File: config.mk
export PLATFORM = sky130hd
export DESIGN_NAME = puf_soc_deser_flat
export DESIGN_NICKNAME = d
export VERILOG_FILES = /design/src/rtl/puf_soc_deser_pkg.sv /design/src/rtl/puf_soc_deser_if.sv /design/src/rtl/puf_soc_deser_ctrl.sv /design/src/rtl/puf_soc_deser.sv /design/src/flat_wrapper.sv
export SDC_FILE = /design/constraint.sdc
export NUM_CORES = 1
export LEC_CHECK = 0
export ABC_CLOCK_PERIOD_IN_PS = 2780
export CAP_MARGIN = 20
export CORE_MARGIN = 4
export CORE_UTILIZATION = 50
export DETAILED_ROUTE_END_ITERATION = 10
export PLACE_DENSITY = 0.73
export SLEW_MARGIN = 0
export SYNTH_ARGS = -nofsm -noshare
export SYNTH_HDL_FRONTEND = slang
export SYNTH_SLANG_ARGS = --single-unit
File: constraint.sdc
create_clock -name clk -period 2.78 [get_ports clk]
set_clock_uncertainty 0.15 [all_clocks]
set_input_delay 0.556 -clock clk [delete_from_list [all_inputs] [get_ports clk]]
set_output_delay 0.556 -clock clk [all_outputs]
set_load 0.05 [all_outputs]
File: src/rtl/puf_soc_deser_pkg.sv
// puf_soc_pkg: shared definitions for the PUF SoC serial-to-parallel path.
//   IDLE / FILL / WAIT : controller state encodings
//   DEF_N_BIT          : default output word width
//   calc_cw()          : beat-counter width for a given beats-per-word count
package puf_soc_pkg;

    localparam logic [1:0] IDLE = 2'd0;
    localparam logic [1:0] FILL = 2'd1;
    localparam logic [1:0] WAIT = 2'd2;

    localparam int DEF_N_BIT = 32;

    // A single-beat word still needs a one-bit counter.
    function automatic int calc_cw(input int beats);
        return (beats > 1) ? $clog2(beats) : 1;
    endfunction

endpackage

File: src/rtl/puf_soc_deser_if.sv
// puf_soc_deser_if: serial input stream and parallel output stream of the
// deserializer.
//   s_valid / s_ready / s_data [LANES]       : serial beats into the block
//   m_valid / m_ready / m_data [N_BIT], m_partial : words out of the block
//   modport slave  : the deserializer's view
//   modport master : the view of the surrounding logic (source and sink)
interface puf_soc_deser_if #(
    parameter int N_BIT = 32,
    parameter int LANES = 1
);
    logic             s_valid;
    logic             s_ready;
    logic [LANES-1:0] s_data;
    logic             m_valid;
    logic             m_ready;
    logic [N_BIT-1:0] m_data;
    logic             m_partial;

    modport master (
        output s_valid, s_data, m_ready,
        input  s_ready, m_valid, m_data, m_partial
    );

    modport slave (
        input  s_valid, s_data, m_ready,
        output s_ready, m_valid, m_data, m_partial
    );
endinterface

File: src/rtl/puf_soc_deser_ctrl.sv
// puf_soc_deser_ctrl: sequencing for the deserializer.
//   Ports: clk, rst_n (async, active-low), i_clear, i_flush,
//          beat      - a serial beat is transferred this cycle
//          slot_free - output buffer empty or being emptied this cycle
//          cnt       - index of the next beat inside the word
//          s_ready   - state-decoded beat acceptance
//          load_out  - output buffer takes the fill word on the next edge
//                      (the fill register is zeroed on the same edge)
//          load_partial - m_partial value that goes with load_out
//
//   state | meaning
//   ------+-------------------------------------------------------------
//   IDLE  | no beats collected, cnt = 0
//   FILL  | 0 < cnt < BEATS, word under construction
//   WAIT  | fill register holds a finished word, output buffer still busy
module puf_soc_deser_ctrl
    import puf_soc_pkg::*;
#(
    parameter int BEATS = 32,
    parameter int CW    = calc_cw(BEATS)
) (
    input  logic          clk,
    input  logic          rst_n,
    input  logic          i_clear,
    input  logic          i_flush,
    input  logic          beat,
    input  logic          slot_free,
    output logic [CW-1:0] cnt,
    output logic          s_ready,
    output logic          load_out,
    output logic          load_partial
);

    logic [1:0] state_q;
    logic       pend_partial_q;
    logic       last_beat;
    logic       complete;
    logic       flush_part;

    assign last_beat  = beat && (cnt == CW'(BEATS - 1));
    // A flush only means something once beats have been collected.
    assign complete   = last_beat || (i_flush && (state_q == FILL));
    assign flush_part = complete && !last_beat;

    assign s_ready = (state_q != WAIT);

    always_comb begin
        load_out     = 1'b0;
        load_partial = 1'b0;
        if (!i_clear) begin
            if (state_q == WAIT) begin
                load_out     = slot_free;
                load_partial = pend_partial_q;
            end else begin
                load_out     = complete && slot_free;
                load_partial = flush_part;
            end
        end
    end

    always_ff @(posedge clk or negedge rst_n) begin
        if (!rst_n) begin
            state_q        <= IDLE;
            cnt            <= '0;
            pend_partial_q <= 1'b0;
        end else if (i_clear) begin
            state_q        <= IDLE;
            cnt            <= '0;
            pend_partial_q <= 1'b0;
        end else begin
            case (state_q)
                IDLE, FILL: begin
                    if (complete) begin
                        if (slot_free) begin
                            state_q <= IDLE;
                            cnt     <= '0;
                        end else begin
                            state_q        <= WAIT;
                            pend_partial_q <= flush_part;
                        end
                    end else if (beat) begin
                        state_q <= FILL;
                        cnt     <= cnt + CW'(1);
                    end
                end
                WAIT: begin
                    if (slot_free) begin
                        state_q        <= IDLE;
                        cnt            <= '0;
                        pend_partial_q <= 1'b0;
                    end
                end
                default: begin
                    state_q <= IDLE;
                    cnt     <= '0;
                end
            endcase
        end
    end

endmodule

File: src/rtl/puf_soc_deser.sv
// puf_soc_deser: LANES-bit serial beats in, N_BIT-bit words out, with a
// one-word output buffer so the next word fills while the current one waits.
//   Ports: clk, rst_n (async, active-low)
//          i_clear    - synchronous clear, drops partial and buffered words
//          i_flush    - emit the current partial word, zero padded
//          bus        - puf_soc_deser_if.slave (s_* beats, m_* words)
//          o_word_cnt - saturating count of delivered words, present only
//                       when PUF_SOC_DESER_WCNT_EN is defined
//   Parameters: N_BIT (multiple of LANES), LANES (1/2/4/8), MSB_FIRST.
//   The interface instance must be built with the same N_BIT and LANES.
module puf_soc_deser
    import puf_soc_pkg::*;
#(
    parameter int N_BIT     = DEF_N_BIT,
    parameter int LANES     = 1,
    parameter int MSB_FIRST = 0
) (
    input  logic clk,
    input  logic rst_n,
    input  logic i_clear,
    input  logic i_flush,
    puf_soc_deser_if.slave bus
`ifdef PUF_SOC_DESER_WCNT_EN
    ,
    output logic [15:0] o_word_cnt
`endif
);

    localparam int BEATS = N_BIT / LANES;
    localparam int CW    = calc_cw(BEATS);

    logic [CW-1:0]    cnt;
    logic             s_ready;
    logic             beat;
    logic             slot_free;
    logic             load_out;
    logic             load_partial;
    logic [N_BIT-1:0] fill_q;
    logic [N_BIT-1:0] fill_next;
    logic [N_BIT-1:0] m_data_q;
    logic             m_valid_q;
    logic             m_partial_q;

    assign beat      = bus.s_valid && s_ready;
    assign slot_free = !m_valid_q || bus.m_ready;

    puf_soc_deser_ctrl #(
        .BEATS (BEATS),
        .CW    (CW)
    ) u_ctrl (
        .clk          (clk),
        .rst_n        (rst_n),
        .i_clear      (i_clear),
        .i_flush      (i_flush),
        .beat         (beat),
        .slot_free    (slot_free),
        .cnt          (cnt),
        .s_ready      (s_ready),
        .load_out     (load_out),
        .load_partial (load_partial)
    );

    // Beats land by index rather than by shifting, so a flushed word keeps
    // its received beats in their final positions and the rest stays zero.
    always_comb begin
        fill_next = fill_q;
        if (beat) begin
            for (int k = 0; k < BEATS; k++) begin
                if (cnt == CW'(k)) begin
                    if (MSB_FIRST != 0) begin
                        fill_next[N_BIT - (k + 1) * LANES +: LANES] = bus.s_data;
                    end else begin
                        fill_next[k * LANES +: LANES] = bus.s_data;
                    end
                end
            end
        end
    end

    // fill_next already contains a beat arriving on the completing edge,
    // which is what gives the one-cycle last-beat-to-m_valid latency.
    always_ff @(posedge clk or negedge rst_n) begin
        if (!rst_n) begin
            fill_q      <= '0;
            m_data_q    <= '0;
            m_valid_q   <= 1'b0;
            m_partial_q <= 1'b0;
        end else if (i_clear) begin
            fill_q      <= '0;
            m_data_q    <= '0;
            m_valid_q   <= 1'b0;
            m_partial_q <= 1'b0;
        end else begin
            if (load_out) begin
                fill_q      <= '0;
                m_data_q    <= fill_next;
                m_valid_q   <= 1'b1;
                m_partial_q <= load_partial;
            end else begin
                fill_q <= fill_next;
                if (bus.m_ready) begin
                    m_valid_q <= 1'b0;
                end
            end
        end
    end

    assign bus.s_ready   = s_ready;
    assign bus.m_valid   = m_valid_q;
    assign bus.m_data    = m_data_q;
    assign bus.m_partial = m_partial_q;

`ifdef PUF_SOC_DESER_WCNT_EN
    logic [15:0] word_cnt_q;

    always_ff @(posedge clk or negedge rst_n) begin
        if (!rst_n) begin
            word_cnt_q <= '0;
        end else if (i_clear) begin
            word_cnt_q <= '0;
        end else if (m_valid_q && bus.m_ready && (word_cnt_q != 16'hFFFF)) begin
            word_cnt_q <= word_cnt_q + 16'd1;
        end
    end

    assign o_word_cnt = word_cnt_q;
`endif

endmodule

File: src/flat_wrapper.sv
// flat-port wrapper written by rule: the top's interface ports become plain ports
module puf_soc_deser_flat import puf_soc_pkg::*;
#(
    parameter int N_BIT     = DEF_N_BIT,
    parameter int LANES     = 1,
    parameter int MSB_FIRST = 0
)
  (clk, rst_n, i_clear, i_flush, bus_s_valid, bus_s_data, bus_m_ready, bus_s_ready, bus_m_valid, bus_m_data, bus_m_partial);
  puf_soc_deser_if #(.N_BIT(N_BIT), .LANES(LANES)) bus_i ();
  input  logic clk;
  input  logic rst_n;
  input  logic i_clear;
  input  logic i_flush;
  input wire logic [$bits(bus_i.s_valid)-1:0] bus_s_valid;
  input wire logic [$bits(bus_i.s_data)-1:0] bus_s_data;
  input wire logic [$bits(bus_i.m_ready)-1:0] bus_m_ready;
  output wire logic [$bits(bus_i.s_ready)-1:0] bus_s_ready;
  output wire logic [$bits(bus_i.m_valid)-1:0] bus_m_valid;
  output wire logic [$bits(bus_i.m_data)-1:0] bus_m_data;
  output wire logic [$bits(bus_i.m_partial)-1:0] bus_m_partial;
  assign bus_i.s_valid = bus_s_valid;
  assign bus_i.s_data = bus_s_data;
  assign bus_i.m_ready = bus_m_ready;
  assign bus_s_ready = bus_i.s_ready;
  assign bus_m_valid = bus_i.m_valid;
  assign bus_m_data = bus_i.m_data;
  assign bus_m_partial = bus_i.m_partial;
  puf_soc_deser #(.N_BIT(N_BIT), .LANES(LANES), .MSB_FIRST(MSB_FIRST)) u_core (.clk(clk), .rst_n(rst_n), .i_clear(i_clear), .i_flush(i_flush), .bus(bus_i));
endmodule
==> results.md <==
Layout:
- For this run, the post-layout net count is approximately 390.
- The area growth from synthesis to layout is 20.5%.
- The repair_antennas step left the layout with diodes totalling 0.
- Of the cells placed in the final design, the portion with a size suffix greater than 1 is 0.106.
- The footprint of the flip-flops and latches is 1850 um2.
- The multi-input logic area is between 1000 and 1500 um2.
- The count of fill cells added during filler insertion is 567.

Setup path:
- On the worst path, the slowest cell contributes a delay of between 0.8 and 0.9 ns.
- The count of buffering cells on the critical path with inverters included is 2.
- The critical path launch point type is a flop.
- By startpoint and endpoint, the worst setup path is classified as reg2out.
- In this run the worst path has a maximum fanout of 11.
- The master of the slowest instance on the critical path is clkdlybuf4s50_1.
- The kind of cell with the highest combined delay along the critical path is buffers and inverters.
- The signal on the critical path passes through nor2b_2, inv_1, clkdlybuf4s50_1.
- The kind of end point of the critical path is a primary output.
- STA puts the critical path data required time at 2.07 ns.
- The worst path arrival time is roughly 2.0 ns.

GRT:
- For this run, the total global-route usage over all layers was measured as 0.197.
- The number of global-route vias before repair is approximately 2,600.
- The largest net degree at the start of global routing is 75.
- The aggregate global routing overflow is 0.
- The number of antenna violations at the first check in global routing came to 0.
- The first global-routing pass estimated 13.2 mm of wire.

Pwr:
- For this design the static power due to leakage is 1.69 nW.
- For this design the ratio of total power to cell area is roughly 590 nW/um2.
- The worst-case vdd ir drop is 0.000395 V.

Clock tree:
- The number of hold buffers added after CTS was 0.
- In this run, post-CTS repair resized a total of 0 instances.
- Counting every sink on the clock net gives 74.
- The latest clock arrival within the worst-skew pair is between 0.3 and 0.4 ns.
- In this run the number of H-tree levels came out at 3.
- The root buffer cell chosen for the clock tree is clkbuf_8.
- The clock transition time at the flip-flop clock pins of the worst setup and hold paths is 0.08 ns.
- The TritonCTS buffer count is 9.
- TritonCTS built the clock tree.
- In this run the post-CTS setup repair buffer count came out at 0.
- The maximum buffer depth of the clock tree is 2.

Timing:
- The final setup violation count is 0.
- The worst slew slack as a fraction of its limit is 0.622.
- Setup repair after global routing left no endpoint under its margin.
- Dividing the final minimum period by the clock period gives 0.974.
- In the final timing run, aggregate negative setup slack is 0 ns.
- The final hold violation count came to 0.
- The minimum setup slack in the final design is 0.0714 ns.
- Based on the critical path, the design can be clocked at up to 369 MHz.
- The smallest clock period supported by the final layout is computed as 2.71 ns.
- The number of pins with negative max-slew slack in the final report is 0.
- For the pin with the worst max-slew slack, the measured transition is roughly 0.57 ns.

Floorplan:
- For this configuration, the core starts out at a cell density of 0.514.
- The number of cell rows is 30.
- The floorplan step defined a die boundary enclosing 8390 um2.
- The I/O pin count is between 40 and 50.
- The floorplan step defined a core boundary enclosing a little under 7000 um2.
- Measured along the x axis, the die boundary spans 91.6 um.
- Measured along the y axis, the die boundary spans 91.6 um.

Route:
- In this run the remaining antenna-violating nets after routing total 0.
- The total vias in the final route is ~2,600.
- After detailed routing, the number of vias per cell comes to 5.50.
- The routed design has 7.60 mm of wire.
- Before antenna repair, the detailed router went through 4 iterations.
- In the routed design, unresolved DRC markers number 0.
- The initial DRC count is between 150 and 200.
- The wire length per cell is 16.0 um.

Placement:
- The number of I/O port buffers is 41.
- The final RePlAce weighted congestion is 0.888.
- The half-perimeter wire length after placement is slightly below 5 mm.
- At the placement stage, the worst setup path has a slack of 0.179 ns.

Logic synthesis:
- The share of the Yosys chip area taken by registers is 0.530.
- The number of library cell types mapped by synthesis is 37.
- The Yosys step of the flow raised 0 warnings.
- Synthesis produced a netlist with a net count of 353.
- Synthesis inferred 74 register bits.
- After synthesis, the mean cell area works out to 10.3 um2.
- The post-synthesis instance total is 340.
- The cell area after synthesis is between 3000 and 4000 um2.

Worst hold path:
- The path class of the tightest hold or removal check is in2async.

Flow run:
- The max capacitance violation total is 0.

Run status:
- The run finished with clean final reports.
==> cell families after synthesis <==
logic type / count (synthesis) / synth area share
compound gates: 53 / 0.112
simple gates: 137 / 0.191
flops: 74 / 0.530
xor+xnor: 1 / 0.00251
buf+inv: 37 / 0.0509
fa+ha+maj: 6 / 0.0215
mux: 32 / 0.0917
==> metal layers <==
| metal | share of wire | GRT usage |
|---|---|---|
| met1 | 0.46 | 0.265 |
| met2 | 0.49 | 0.308 |
| met3 | 0.035 | 0.0514 |
| met4 | 0.012 | 0.0691 |
| met5 | 0 | 0 |
==> placed cells by master (no fill, tap or decap), types with 2 or more instances in the layout <==
cell type        instances
or3b_2                   4
clkbuf_8                10
ha_1                     6
nand3b_1                 8
nand2b_1                 4
clkdlybuf4s50_1         40
a21o_1                   2
o32ai_1                  2
and3_1                   2
mux2i_1                 32
clkbuf_1                 2
a211oi_1                34
bufinv_16                3
buf_4                   10
inv_1                    7
nor2_2                   7
nor2_1                  62
a21oi_1                  4
nand3_1                  4
o22ai_1                  2
nand2_1                  5
nor4_1                   3
dfrtp_1                 74
nor3_1                  32
==> final timing paths <==
| path | end | cells past startpoint | slack [ns] | startpoint |
|---|---|---|---|---|
| max | bus_s_ready | 3 | 0.07 | u_core.u_ctrl.state_q[1] |
| min | u_core.bus.m_data[15] | 2 | 0.07 | rst_n |
| max reg2reg | u_core.bus.m_data[7] | 8 | 0.27 | u_core.u_ctrl.cnt[0] |
| min reg2reg | u_core.fill_q[18] | 2 | 0.38 | u_core.fill_q[18] |
| max in group asynchronous | u_core.u_ctrl.state_q[1] | 2 | 2.08 | rst_n |
| min in group clk | u_core.fill_q[18] | 2 | 0.38 | u_core.fill_q[18] |
==> final cells by class <==
class / count / area share
tap: 96 / 0.0285
clock inverter: 4 / 0.0235
multi-input combinational: 229 / 0.348
timing repair buffer: 52 / 0.119
clock buffer: 12 / 0.0345
inverter: 7 / 0.00624
sequential: 74 / 0.440
==> state kept, by name, indices dropped and copies added (netlist names) <==
register / count
u_core.bus.m_partial: 1
u_core.u_ctrl.cnt: 5
u_core.bus.m_valid: 1
u_core.bus.m_data: 32
u_core.fill_q: 32
u_core.u_ctrl.pend_partial_q: 1
u_core.u_ctrl.state_q: 2
==> report_power, final <==
part	internal [mW]	total [mW]	switching, mW
clock network	0.624	1.01	0.385
logic	0.113	0.353	0.240
registers	1.11	1.13	0.0220
total	1.85	2.49	0.647
==> Yosys cell counts <==
library cell / instances / area share
o32ai_1: 2 / 0.0050
a211o_1: 1 / 0.0025
and3b_1: 1 / 0.0025
or3b_2: 4 / 0.010
nor3_1: 32 / 0.046
a221oi_1: 1 / 0.0025
buf_6: 3 / 0.0097
o21ai_0: 1 / 0.0014
nand2_1: 5 / 0.0054
and2_1: 1 / 0.0018
nor4_1: 3 / 0.0054
a211oi_1: 34 / 0.073
dfrtp_1: 74 / 0.53
nor2_2: 7 / 0.013
nand3_1: 4 / 0.0057
clkbuf_1: 14 / 0.015
a2111oi_0: 1 / 0.0025
and3_1: 2 / 0.0036
nand2b_1: 4 / 0.0072
a21o_1: 2 / 0.0043
o31a_1: 1 / 0.0025
ha_1: 6 / 0.021
nor2_1: 62 / 0.067
a21oi_1: 4 / 0.0057
o31ai_1: 1 / 0.0022
o41ai_1: 1 / 0.0025
nand3b_1: 8 / 0.017
or2_1: 1 / 0.0018
xnor2_1: 1 / 0.0025
o2bb2ai_1: 1 / 0.0025
a31oi_1: 1 / 0.0018
buf_2: 13 / 0.019
nor2b_1: 2 / 0.0036
or2_2: 1 / 0.0018
inv_1: 7 / 0.0075
o22ai_1: 2 / 0.0036
mux2i_1: 32 / 0.092
==> metrics by stage <==
stage	instances	cell area [um2]	util	power [mW]	hold WS, ns
floorplan	340	3490	-	1.38	0.110
global placement	458	3970	0.584	1.50	0.349
detailed placement	458	3970	0.584	1.51	0.360
CTS	474	4210	0.620	2.52	0.0975
global route	474	4210	0.620	2.60	0.102
finish	474	4210	0.620	2.49	0.0674
Power figures use the tool's default switching activity.
==> patch, RTL diff (same flow settings) <==
Set the package constant `DEF_N_BIT` to 64 (it was 32).
--- a/src/rtl/puf_soc_deser_pkg.sv
+++ b/src/rtl/puf_soc_deser_pkg.sv
@@ -8,7 +8,7 @@
     localparam logic [1:0] FILL = 2'd1;
     localparam logic [1:0] WAIT = 2'd2;
 
-    localparam int DEF_N_BIT = 32;
+    localparam int DEF_N_BIT = 64;
 
     // A single-beat word still needs a one-bit counter.
     function automatic int calc_cw(input int beats);
Ports: changed (resized bus_m_data); port bits go from 42 to 74. The function was not compared with the original's and may differ.
==> patch against the original RTL <==
- combinational power grew 99%
- total power up 120%
- via count rose by 100%
- core utilization rose by 1.7 points
- design area rose by 92%
- worst setup slack improved by 0.20 ns
- routed wire length grew 120%
- clock power rose to 2.6 times the old value
- critical endpoint unchanged
- critical path type unchanged
- non-clock buffer count rose by 43
- hold slack gained 0.29 ns
- sequential cell count grew 65
- die area rose by 79%
- area after synthesis grew 88%
==> patch: results (changes against the original RTL) <==
stage;metric;value;unit;change
pwr;Static Leak;3.13;nW;was 1.69 nW
cells_and_area;layout cells sized above 1;0.116;;was 0.106
clock_tree;Worst-Skew Late Latency;0.41;ns;was 0.34 ns
routing;met1 WL;7410;um;was 3510 um
placement;GP Congestion;0.920;;was 0.888
cells_and_area;final std cells w/o fill;843;;was 474
pwr;Internal;0.00412;W;was 0.00185 W
pwr;PwrDens;679;mW/mm2;was 593 mW/mm2
pwr;VDD IR max;0.359;mV;was 0.395 mV
routing;metal3 WL;1030;um;was 265 um
synthesis;Synth area leaders;dfrtp_1 53%, mux2i_1 10%, a211oi_1 6.1%, nor4_1 5.9%, a21oi_1 5.3%;;was dfrtp_1 53%, mux2i_1 9.2%, a211oi_1 7.3%, nor2_1 6.7%, nor3_1 4.6%
clock_tree;Reg clk slew, reported paths;0.06;ns;was 0.08 ns
synthesis;top cells by count, synth;139 x dfrtp_1, 70 x nor2_1, 69 x a21oi_1, 66 x mux2i_1, 62 x nor4_1;;was 74 x dfrtp_1, 62 x nor2_1, 34 x a211oi_1, 32 x mux2i_1, 32 x nor3_1
worst_setup_path;Crit Path Max Fanout;68;;was 11
global_routing;global-route wire length before repair;27900;um;was 13200 um
cells_and_area;FILL cells;1062;;was 567
worst_setup_path;cell count along the critical path;4;;was 3
placement;Place WS;0.159;ns;was 0.179 ns
worst_hold_path;HP Class;reg2reg;;was in2async
clock_tree;CTS Root Cell;clkbuf_16;;was clkbuf_8
placement;Placed Instance Area;0.00739;mm2;was 0.00397 mm2
placement;dpl cells;811;;was 458
cells_and_area;Layout Nets;670;;was 386
pwr;sequential share of power;0.388;;was 0.454
run_status;status;completed;;unchanged
clock_tree;hold buffer count at cts;1;;was 0
synthesis;Post-Syn Nets;630;;was 353
==> patch: cell types whose count changed after synthesis, moves of 7 or more <==
cell,change
dfrtp_1,+65
a211oi_1,+19
nand3b_1,-7
mux2i_1,+34
a21oi_1,+65
nor2_1,+8
buf_4,+7
nor4_1,+59
a211oi_2,+14
clkbuf_1,+27
nor3_1,-27
nor2_2,-7
==> patch: worst paths after layout <==
kind                                                end  slack, ns
hold reg to reg            u_core.u_ctrl.pend_partial_q       0.36
setup / recovery                            bus_s_ready       0.27
hold / removal             u_core.u_ctrl.pend_partial_q       0.36
setup reg to reg                  u_core.bus.m_data[20]       0.35
min in group asynchronous         u_core.bus.m_data[18]       0.50
max in group asynchronous          u_core.bus.m_data[3]       1.21
==> patch: area by class of cell <==
class                           instances  area, um2  area share
Inverter                                5       18.8     0.00232
Clock inverter                         11        240      0.0297
Tap cell                              172        215      0.0266
Multi-Input combinational cell        401       2700       0.334
Timing Repair Buffer                   95        987       0.122
Sequential cell                       139       3480       0.429
Clock buffer                           20        457      0.0564
==> patch: kinds of logic (layout without fill, tap and decap cells) <==
| family | count (synthesis) | count (layout) | share of synthesized area |
|---|---|---|---|
| AND/OR/NAND/NOR | 173 | 173 | 0.135 |
| multiplexers | 66 | 66 | 0.101 |
| XOR/XNOR | 1 | 1 | 0.00133 |
| adder cells (fa/ha/maj) | 4 | 4 | 0.00762 |
| AO/OA/AOI/OAI | 157 | 157 | 0.165 |
| flip-flops | 139 | 139 | 0.530 |
| buffers and inverters | 79 | 131 | 0.0604 |
==> patch: routing by layer <==
layer / GRT usage / vias to the layer above
li1: - / 2361
met1: 0.334 / 2624
met2: 0.364 / 219
met3: 0.0475 / 44
met4: 0.0931 / 0
met5: 0 / -
